### src/rtl/data_packer.sv
// data_packer: packs 1/4/8-bit input slices into LowDimWidth-bit words, or passes full words
// through in mode 0, and queues the results in a small non-fallthrough output FIFO.
// A word is emitted when the slice chunk fills the word or when an element of
// csr_elem_size_i slices ends (size 0 = unbounded elements).
// Optional feature: define DATA_PACKER_STATUS_EN to add word_count_o, a wrapping count of
// pushed words.
module data_packer #(
    parameter int unsigned LowDimWidth     = 64,
    parameter int unsigned CsrRegWidth     = 32,
    parameter int unsigned PackerFifoDepth = 4,
    parameter int unsigned ModeWidth       = 2
) (
    input  logic                   clk_i,
    input  logic                   rst_ni,
    input  logic                   enable_i,
    input  logic                   clr_i,
    input  logic [ModeWidth-1:0]   sel_mode_i,
    input  logic [CsrRegWidth-1:0] csr_elem_size_i,
    input  logic [LowDimWidth-1:0] in_data_i,
    input  logic                   in_valid_i,
    output logic                   in_ready_o,
    output logic [LowDimWidth-1:0] out_data_o,
    output logic                   out_valid_o,
`ifdef DATA_PACKER_STATUS_EN
    output logic [CsrRegWidth-1:0] word_count_o,
`endif
    input  logic                   out_ready_i
);

    localparam int unsigned ChunkW = $clog2(LowDimWidth);
    localparam int unsigned PtrW   = (PackerFifoDepth > 1) ? $clog2(PackerFifoDepth) : 1;
    localparam int unsigned CntW   = $clog2(PackerFifoDepth + 1);

    localparam logic [ChunkW-1:0] LastChunk1 = ChunkW'(LowDimWidth - 1);
    localparam logic [ChunkW-1:0] LastChunk4 = ChunkW'(LowDimWidth / 4 - 1);
    localparam logic [ChunkW-1:0] LastChunk8 = ChunkW'(LowDimWidth / 8 - 1);
    localparam logic [PtrW-1:0]   LastPtr    = PtrW'(PackerFifoDepth - 1);
    localparam logic [CntW-1:0]   FullCnt    = CntW'(PackerFifoDepth);

    // Packer state
    logic [ChunkW-1:0]      chunk_q, chunk_d;
    logic [CsrRegWidth-1:0] elem_q, elem_d;
    logic [LowDimWidth-1:0] asm_q, asm_d;

    // FIFO state
    logic [LowDimWidth-1:0] mem_q [PackerFifoDepth];
    logic [PtrW-1:0]        wr_ptr_q, wr_ptr_d;
    logic [PtrW-1:0]        rd_ptr_q, rd_ptr_d;
    logic [CntW-1:0]        count_q, count_d;

    // Mode decode
    logic                   full_mode;
    logic [LowDimWidth-1:0] slice_mask;
    logic [ChunkW-1:0]      last_chunk;
    logic [ChunkW-1:0]      bit_offset;

    logic                   fifo_full;
    logic                   accept;
    logic                   chunk_full;
    logic                   elem_end;
    logic                   push;
    logic                   pop;
    logic [LowDimWidth-1:0] packed_word;
    logic [LowDimWidth-1:0] push_data;

    // Decode slice width, slice mask, last chunk index and bit offset from the mode
    always_comb begin
        full_mode  = 1'b0;
        slice_mask = '0;
        last_chunk = '0;
        bit_offset = '0;
        case (sel_mode_i)
            ModeWidth'(1): begin
                slice_mask = LowDimWidth'(1);
                last_chunk = LastChunk1;
                bit_offset = chunk_q;
            end
            ModeWidth'(2): begin
                slice_mask = LowDimWidth'(4'hF);
                last_chunk = LastChunk4;
                bit_offset = chunk_q << 2;
            end
            ModeWidth'(3): begin
                slice_mask = LowDimWidth'(8'hFF);
                last_chunk = LastChunk8;
                bit_offset = chunk_q << 3;
            end
            default: begin
                full_mode  = 1'b1;
                slice_mask = '1;
            end
        endcase
    end

    assign fifo_full   = (count_q == FullCnt);
    // Held low while in reset so nothing is offered as accepted before the block is live
    assign in_ready_o  = rst_ni & enable_i & ~fifo_full;
    // A clear swallows any slice offered in the same cycle
    assign accept      = in_valid_i & in_ready_o & ~clr_i;
    assign chunk_full  = (chunk_q == last_chunk);
    assign elem_end    = (csr_elem_size_i != '0) &&
                         (elem_q == (csr_elem_size_i - CsrRegWidth'(1)));
    assign packed_word = asm_q | ((in_data_i & slice_mask) << bit_offset);
    assign push_data   = full_mode ? in_data_i : packed_word;
    assign push        = accept & (full_mode | chunk_full | elem_end);
    assign out_valid_o = (count_q != '0);
    assign pop         = out_valid_o & out_ready_i;
    assign out_data_o  = out_valid_o ? mem_q[rd_ptr_q] : '0;

    // Next state for the chunk/element counters and the assembly register
    always_comb begin
        chunk_d = chunk_q;
        elem_d  = elem_q;
        asm_d   = asm_q;
        if (clr_i || !enable_i) begin
            chunk_d = '0;
            elem_d  = '0;
            asm_d   = '0;
        end else if (accept && !full_mode) begin
            if (push) begin
                chunk_d = '0;
                asm_d   = '0;
            end else begin
                chunk_d = chunk_q + ChunkW'(1);
                asm_d   = packed_word;
            end
            elem_d = elem_end ? '0 : (elem_q + CsrRegWidth'(1));
        end
    end

    // Packer registers with asynchronous reset
    always_ff @(posedge clk_i or negedge rst_ni) begin
        if (!rst_ni) begin
            chunk_q <= '0;
            elem_q  <= '0;
            asm_q   <= '0;
        end else begin
            chunk_q <= chunk_d;
            elem_q  <= elem_d;
            asm_q   <= asm_d;
        end
    end

    // Next state for FIFO pointers and occupancy
    always_comb begin
        wr_ptr_d = wr_ptr_q;
        rd_ptr_d = rd_ptr_q;
        count_d  = count_q;
        if (clr_i) begin
            wr_ptr_d = '0;
            rd_ptr_d = '0;
            count_d  = '0;
        end else begin
            if (push) begin
                wr_ptr_d = (wr_ptr_q == LastPtr) ? '0 : (wr_ptr_q + PtrW'(1));
            end
            if (pop) begin
                rd_ptr_d = (rd_ptr_q == LastPtr) ? '0 : (rd_ptr_q + PtrW'(1));
            end
            case ({push, pop})
                2'b10:   count_d = count_q + CntW'(1);
                2'b01:   count_d = count_q - CntW'(1);
                default: count_d = count_q;
            endcase
        end
    end

    // FIFO control registers with asynchronous reset
    always_ff @(posedge clk_i or negedge rst_ni) begin
        if (!rst_ni) begin
            wr_ptr_q <= '0;
            rd_ptr_q <= '0;
            count_q  <= '0;
        end else begin
            wr_ptr_q <= wr_ptr_d;
            rd_ptr_q <= rd_ptr_d;
            count_q  <= count_d;
        end
    end

    // FIFO storage; stale entries are masked at the output by out_valid_o
    always_ff @(posedge clk_i) begin
        if (push) begin
            mem_q[wr_ptr_q] <= push_data;
        end
    end

`ifdef DATA_PACKER_STATUS_EN
    logic [CsrRegWidth-1:0] word_count_q, word_count_d;

    // Wrapping count of pushed words, cleared with the FIFO
    always_comb begin
        word_count_d = word_count_q;
        if (clr_i) begin
            word_count_d = '0;
        end else if (push) begin
            word_count_d = word_count_q + CsrRegWidth'(1);
        end
    end

    // Word counter register with asynchronous reset
    always_ff @(posedge clk_i or negedge rst_ni) begin
        if (!rst_ni) begin
            word_count_q <= '0;
        end else begin
            word_count_q <= word_count_d;
        end
    end

    assign word_count_o = word_count_q;
`endif

endmodule

### config.mk
export PLATFORM = sky130hd
export DESIGN_NAME = data_packer
export DESIGN_NICKNAME = d
export VERILOG_FILES = /design/src/rtl/data_packer.sv
export SDC_FILE = /design/constraint.sdc
export NUM_CORES = 1
export LEC_CHECK = 0
export ABC_AREA = 1
export BUFFER_PORTS_ARGS = -buffer_cell sky130_fd_sc_hd__buf_4
export CAP_MARGIN = 20
export CORE_ASPECT_RATIO = 0.5
export CORE_MARGIN = 1
export CORE_UTILIZATION = 40
export DETAILED_ROUTE_END_ITERATION = 8
export PLACE_DENSITY_LB_ADDON = 0.08
export SYNTH_ARGS = -nofsm -noshare
export SYNTH_HDL_FRONTEND = slang
export SYNTH_SLANG_ARGS = --single-unit
### constraint.sdc
create_clock -name clk_i -period 6.15 [get_ports clk_i]
set_input_delay 0.3075 -clock clk_i [delete_from_list [all_inputs] [get_ports clk_i]]
set_output_delay 0.3075 -clock clk_i [all_outputs]
set_load 0.02 [all_outputs]
* Yosys cells after proc, flatten, opt, wreduce, memory -nomap -nowiden
Memory sizes are Yosys's and may differ from the RTL's.
Index checks and enable logic that the tools add are counted.
** Operators by class
- Equal/unequal tests :: 10
- Add/sub/neg operators :: 7
- Reduce and logical (&&, ||, !) cells :: 11
- Multiplexer cells :: 25
- Bitwise logic cells :: 12
- Shift operators :: 1
** Operators with widths (count)
- two-way mux 64 bit :: 5
- case mux 64 bit (3 select lines) :: 1
- two-way mux 32 bit :: 3
- bitwise AND 64 bit :: 1
- OR 64 bit :: 1
- left shift 64 x 6 -> 64 bit :: 1
- case mux 6 bit (3 select lines) :: 2
- adder 32 x 1 -> 32 bit (second input constant) :: 1
- == test 32 bit :: 1
- nonzero test 32 bit :: 1
- subtractor 32 x 1 -> 32 bit (second input constant) :: 1
- two-way mux 6 bit :: 3
- two-way mux 2 bit :: 6
- == test 2 bit (second input constant) :: 5
- adder 6 x 1 -> 6 bit (second input constant) :: 1
- bitwise AND 1 bit :: 6
- == test 6 bit :: 1
- case mux 3 bit (2 select lines) :: 1
- nonzero test 2 bit :: 3
- nonzero test 3 bit :: 2
- adder 2 x 1 -> 2 bit (second input constant) :: 2
- == test 2 x 1 -> 1 bit (second input constant) :: 2
- adder 3 x 1 -> 3 bit (second input constant) :: 1
- == test 3 bit (second input constant) :: 1
- other kinds (9) :: 14
** Storage, ports and cells
- Bits of input ports :: 104
- Word-level logic and storage cells :: 73
- Register bits :: 109
- Memory bits (writable) :: 256
- Output and inout bits :: 66
- Memories :: 1
** Memories
- mem_q :: words 4, width 64, read ports 1, clocked after memory_dff 0, wr ports 1, line 46 : logic [LowDimWidth-1:0] mem_q [PackerFifoDepth];

* Logic depth before layout (Yosys ltp)
- Word-level depth :: 9
- Gate-level depth with buffers :: 26
- Depth with buffers taken out :: 26

* Least setup slack after synthesis
Ideal clock, no wire load.
- Path type :: input to register
- Start :: input port csr_elem_size_i[0]
- End :: memory mem_q[0][0], enable pin
- Cell stages on the path :: 17
- Data arrival time :: 4542 ps
- Library setup time :: 486 ps
- Path slack :: 1122 ps
- Required time :: 5664 ps
- Buffers on the path :: 1
- Path through :: inv_2 -> ha_1 -> nand2_2 -> nor2_2 -> buf_6 -> nand3_2 -> nand2_1 -> nand2_1 -> nand2_1 -> nand2_1 -> nor2_1 -> nand2_1 -> nor2_2 -> nand2_4 -> nand2_4 -> nand2_4 -> nor2_1
** Between the ends
- Longest elaborated chain between the ends :: 7
- Elaborated cells between the ends (all ways) :: 8
- Classes of those cells :: add/sub (1); eq/ne (1); mux (2); bitwise (2); reduce/logical (2)
** RTL lines
- start: declaration :: line 18 : input logic [CsrRegWidth-1:0] csr_elem_size_i,
- subtractor 32 x 1 -> 32 bit :: line 102 : (elem_q == (csr_elem_size_i - CsrRegWidth'(1)));
- == test 32 bit :: line 102
- logical AND 1 bit (*) :: line 101 : assign elem_end = (csr_elem_size_i != '0) &&
- OR 1 bit (*) :: line 105 : assign push = accept & (full_mode | chunk_full | elem_end);
- bitwise AND 1 bit (*) :: line 105
- two-way mux 1 bit (*) :: line 183 : if (push) begin
- two-way mux 1 bit (not written as such) (*) :: line 184 : mem_q[wr_ptr_q] <= push_data;
- end: declaration :: line 46
Every way passes the cells marked *; elsewhere a longest branch is shown, timed or not.

* Worst setup path after layout
- Start :: register chunk_q[0]
- End :: memory mem_q[3][42] (data pin)
** Between the ends
- Longest elaborated chain between the ends :: 4
** RTL lines
- start: declaration :: line 41 : logic [ChunkW-1:0] chunk_q, chunk_d;
- start signal: assignment :: line 138 : chunk_q <= chunk_d;
- case mux 6 bit (3 select lines) :: line 72 : case (sel_mode_i)
- left shift 64 x 6 -> 64 bit :: line 103 : assign packed_word = asm_q | ((in_data_i & slice_mask) << bit_offset);
- OR 64 bit :: line 103
- two-way mux 64 bit :: line 104 : assign push_data = full_mode ? in_data_i : packed_word;
- via push_data[42] :: line 64 : logic [LowDimWidth-1:0] push_data;
The timed path passes the listed nets, and every way through them passes these cells.

==> run summary <==
status = completed
CP arrival = 4.05 ns
Achievable Freq = 0.259 GHz
ratio of cells with drive above 1 in the final layout = 12.7%
Post-synth EDFFs = 256
GRT overflow = 0
Initial DRC Count = 1,641
cell area after layout = 23,300 um2
H-tree depth = 2
cells after synthesis = 2,456
Yosys warnings = 0
Worst Hold Launch = clr_i
fin. max-slew vios = 0
CTS root buf = clkbuf_16
Net Sw Frac = 26.6%
Worst Skew = 0.0171 ns
GRT Util Overall = 25.8%
Max FO, Critical Path = 42
core area = 49,200 um2
initial antenna violation count = 5
Critical Path Sink Type = register
Detail Placement HPWL = 46,900 um
Synth cell types = 52
top_reg_cell synth = edfxtp_1
Clock Power Share = 40.7%
DIE WIDTH = 320 um
Initial Util = 41.1%
Synth area leaders = edfxtp_1, dfrtp_1, nand2_1, o21ai_0, nor2_1
# Max-Cap Violations = 0
Final nets = 2,684
largest net degree at the start of global routing = 81
routed len/inst = 20.5 um
post-synthesis net count = 2,574
Yosys top cell area share = 38.0%
Critical R2R Launch = chunk_q[0]
worst reg-to-reg setup slack = 2.28 ns
largest area contributor in the netlist = edfxtp_1
vias in the first global route = 16,400
CTS Sinks = 365
sequential area share after synthesis = 51.5%
Post-DRT Antenna Nets = 0
router iterations before antenna repair = 6
top post-synthesis cells by count = nand2_1, nor2_1, o21ai_0
crit-path max cell delay = 0.87 ns
setup repair after global routing missed its margin = no
Combinational Power Share = 12.8%
top-level I/O count = 170
die area = 51,500 um2
Worst Hold Path Cells = 4
Clock Latency Late Sink = 0.54 ns
DR vias/cell = 5.38
final wirelength = 66,700 um
Pwr Density = 250 nW/um2
post-detailed-route DRC marker count = 0
peak supply drop = 0.000150 V
Int Power = 4.28 mW
Max Buffers Root-to-Sink = 3
P_leak = 9.53 nW
Critical Path Source Type = register
NetSw = 1.55 mW
clk slew on worst S/H paths = 0.07 ns
Flop pwr share = 46.4%
global-route wire length before repair = 101,000 um
fill count = 4,849
CTS tree = yes
Relative slew margins = 22.8%
sum of buffers and inverters on the critical path = 3
IO buf count = 169
R2R Path End = mem_q[3][42]
period utilization = 62.9%
Worst Hold Path EP = count_q[2]
Layout area overhead = 15.5%
worst path cell trace = nand2_2 > buf_4 > inv_1 > o21ai_0 > nand2_1 > nand2_1 > o21ai_0 > o21ai_0 > nor2_1 > nand2_1 > nand4_1 > inv_1 > o21ai_0
minimum clock period = 3.87 ns
setup_tns = 0 ns
Crit path depth = 13
Die H = 161 um
Min-Delay Path Class = primary input to register
DR vias = 17,500
GP Congestion = 0.935
area of placed instances = 22,100 um2
row cnt = 57
Reg2Reg Depth = 13
CP required = 6.33 ns
Worst-Margin Slew = 1.15 ns
Post-Syn Area per Cell = 8.23 um2
Mapped Area = 20,200 um2
CP Class = register to register
flop and latch count out of synthesis = 365
CTS Buf Count = 37
most frequent cell after synthesis = nand2_1
final setup fails = 0
CP max stage cell = o21ai_0
delay-heaviest family, CP = compound AO/OA/AOI/OAI gates
most used cell, CP = o21ai_0
Async SR Flop Fraction = 29.9%
Hold Fails Final Rpt = 0
[routing by layer]
metal	GRT usage [%]	share of wire, %	vias up
met5	0	0.035	-
met4	4.94	1.7	4
met3	5.23	7.5	76
met2	38.7	43	584
met1	38.7	48	8340
li1	-	-	8465
[power by group through the flow]
stage               logic, mW  registers (mW)  clock network, mW
floorplan               0.424            2.75                  0
global placement        0.735            2.76                  0
detailed placement      0.738            2.76                  0
CTS                     0.741            2.71               2.41
global route            0.827            2.71               2.52
finish                  0.748            2.71               2.37
[cells by family (layout without fill, tap and decap cells)]
group	after synthesis	in the layout	synth area share (%)
DFF	365	365	51.5
AOI/OAI and AO/OA	566	566	15.5
other	0	3	0
and+or+nand+nor	1111	1111	22.9
xor gates and xnor gates	50	50	2.17
muxes	5	5	0.248
buffers and inverters	345	484	6.74
adders and majority gates	14	14	0.904
[what timing repair did]
item | in CTS | in global routing
gates resized for setup | 0 | 0
setup buffers | 0 | 0
hold buffers | 1 | 0
hold endpoints to repair | 45 | 0
[registers in the layout (all words and copies together) (netlist names)]
signal	cells
asm_q	64
chunk_q	6
count_q	3
elem_q	32
mem_q	256
rd_ptr_q	2
wr_ptr_q	2
[worst max-delay path by stage]
stage | end | slack [ns] | start
finish | mem_q[3][42] | 2.28 | chunk_q[0]
CTS | mem_q[1][21] | 2.42 | chunk_q[0]
global route | mem_q[0][30] | 2.00 | chunk_q[0]
detailed placement | mem_q[2][21] | 2.01 | csr_elem_size_i[0]
floorplan | mem_q[0][0] | 1.12 | csr_elem_size_i[0]
global placement | mem_q[2][14] | 2.08 | csr_elem_size_i[0]
[worst min-delay path, stage by stage]
cell	delay (ns)
buf_4	0.10
a21oi_2	0.04
nand2_1	0.05
nand2_1	0.04
[layout make-up]
cell class | instances | area (um2) | area share [%]
inverters | 211 | 795 | 3.40
flip-flops and latches | 365 | 10400 | 44.6
clock buffers | 47 | 995 | 4.26
repair buffers | 205 | 1570 | 6.71
clock inverters | 21 | 256 | 1.10
well taps | 649 | 812 | 3.48
multi-input cells | 1746 | 8490 | 36.4
diodes | 3 | 7.51 | 0.0322
[placed cells by master, fill, tap and decap left out, types with 6 or more instances in the layout]
master	instances
dfrtp_1	107
o2111ai_1	8
nand2_1	500
o211ai_1	15
o21ai_1	7
a21oi_1	123
o21ai_0	320
buf_4	202
clkinv_1	12
clkbuf_1	8
clkinv_2	8
a21o_1	12
nand4_1	33
clkbuf_16	38
nand2_2	9
a31oi_1	8
nand2_4	7
or2_2	6
xor2_1	36
nor3_1	19
nor2_1	403
nand3_1	91
xnor2_1	14
nand3b_1	7
nor2_2	13
nor2_4	8
o22ai_1	23
ha_1	12
a21oi_2	11
o21bai_1	14
edfxtp_1	256
inv_1	199
[per-stage QoR]
step / power, mW / cells / setup WS (ns) / util [%] / hold slack (ns)
final: 5.83 / 3247 / 2.28 / 47.4 / 0.0310
after floorplan: 3.18 / 2456 / 1.12 / - / 0.0119
after global placement: 3.49 / 3175 / 2.08 / 44.9 / 0.384
after detailed placement: 3.50 / 3175 / 2.01 / 44.9 / 0.385
after global routing: 6.05 / 3244 / 2.00 / 47.4 / 0.0509
after CTS: 5.86 / 3244 / 2.42 / 47.4 / 0.0153
Power figures use the tool's default switching activity.
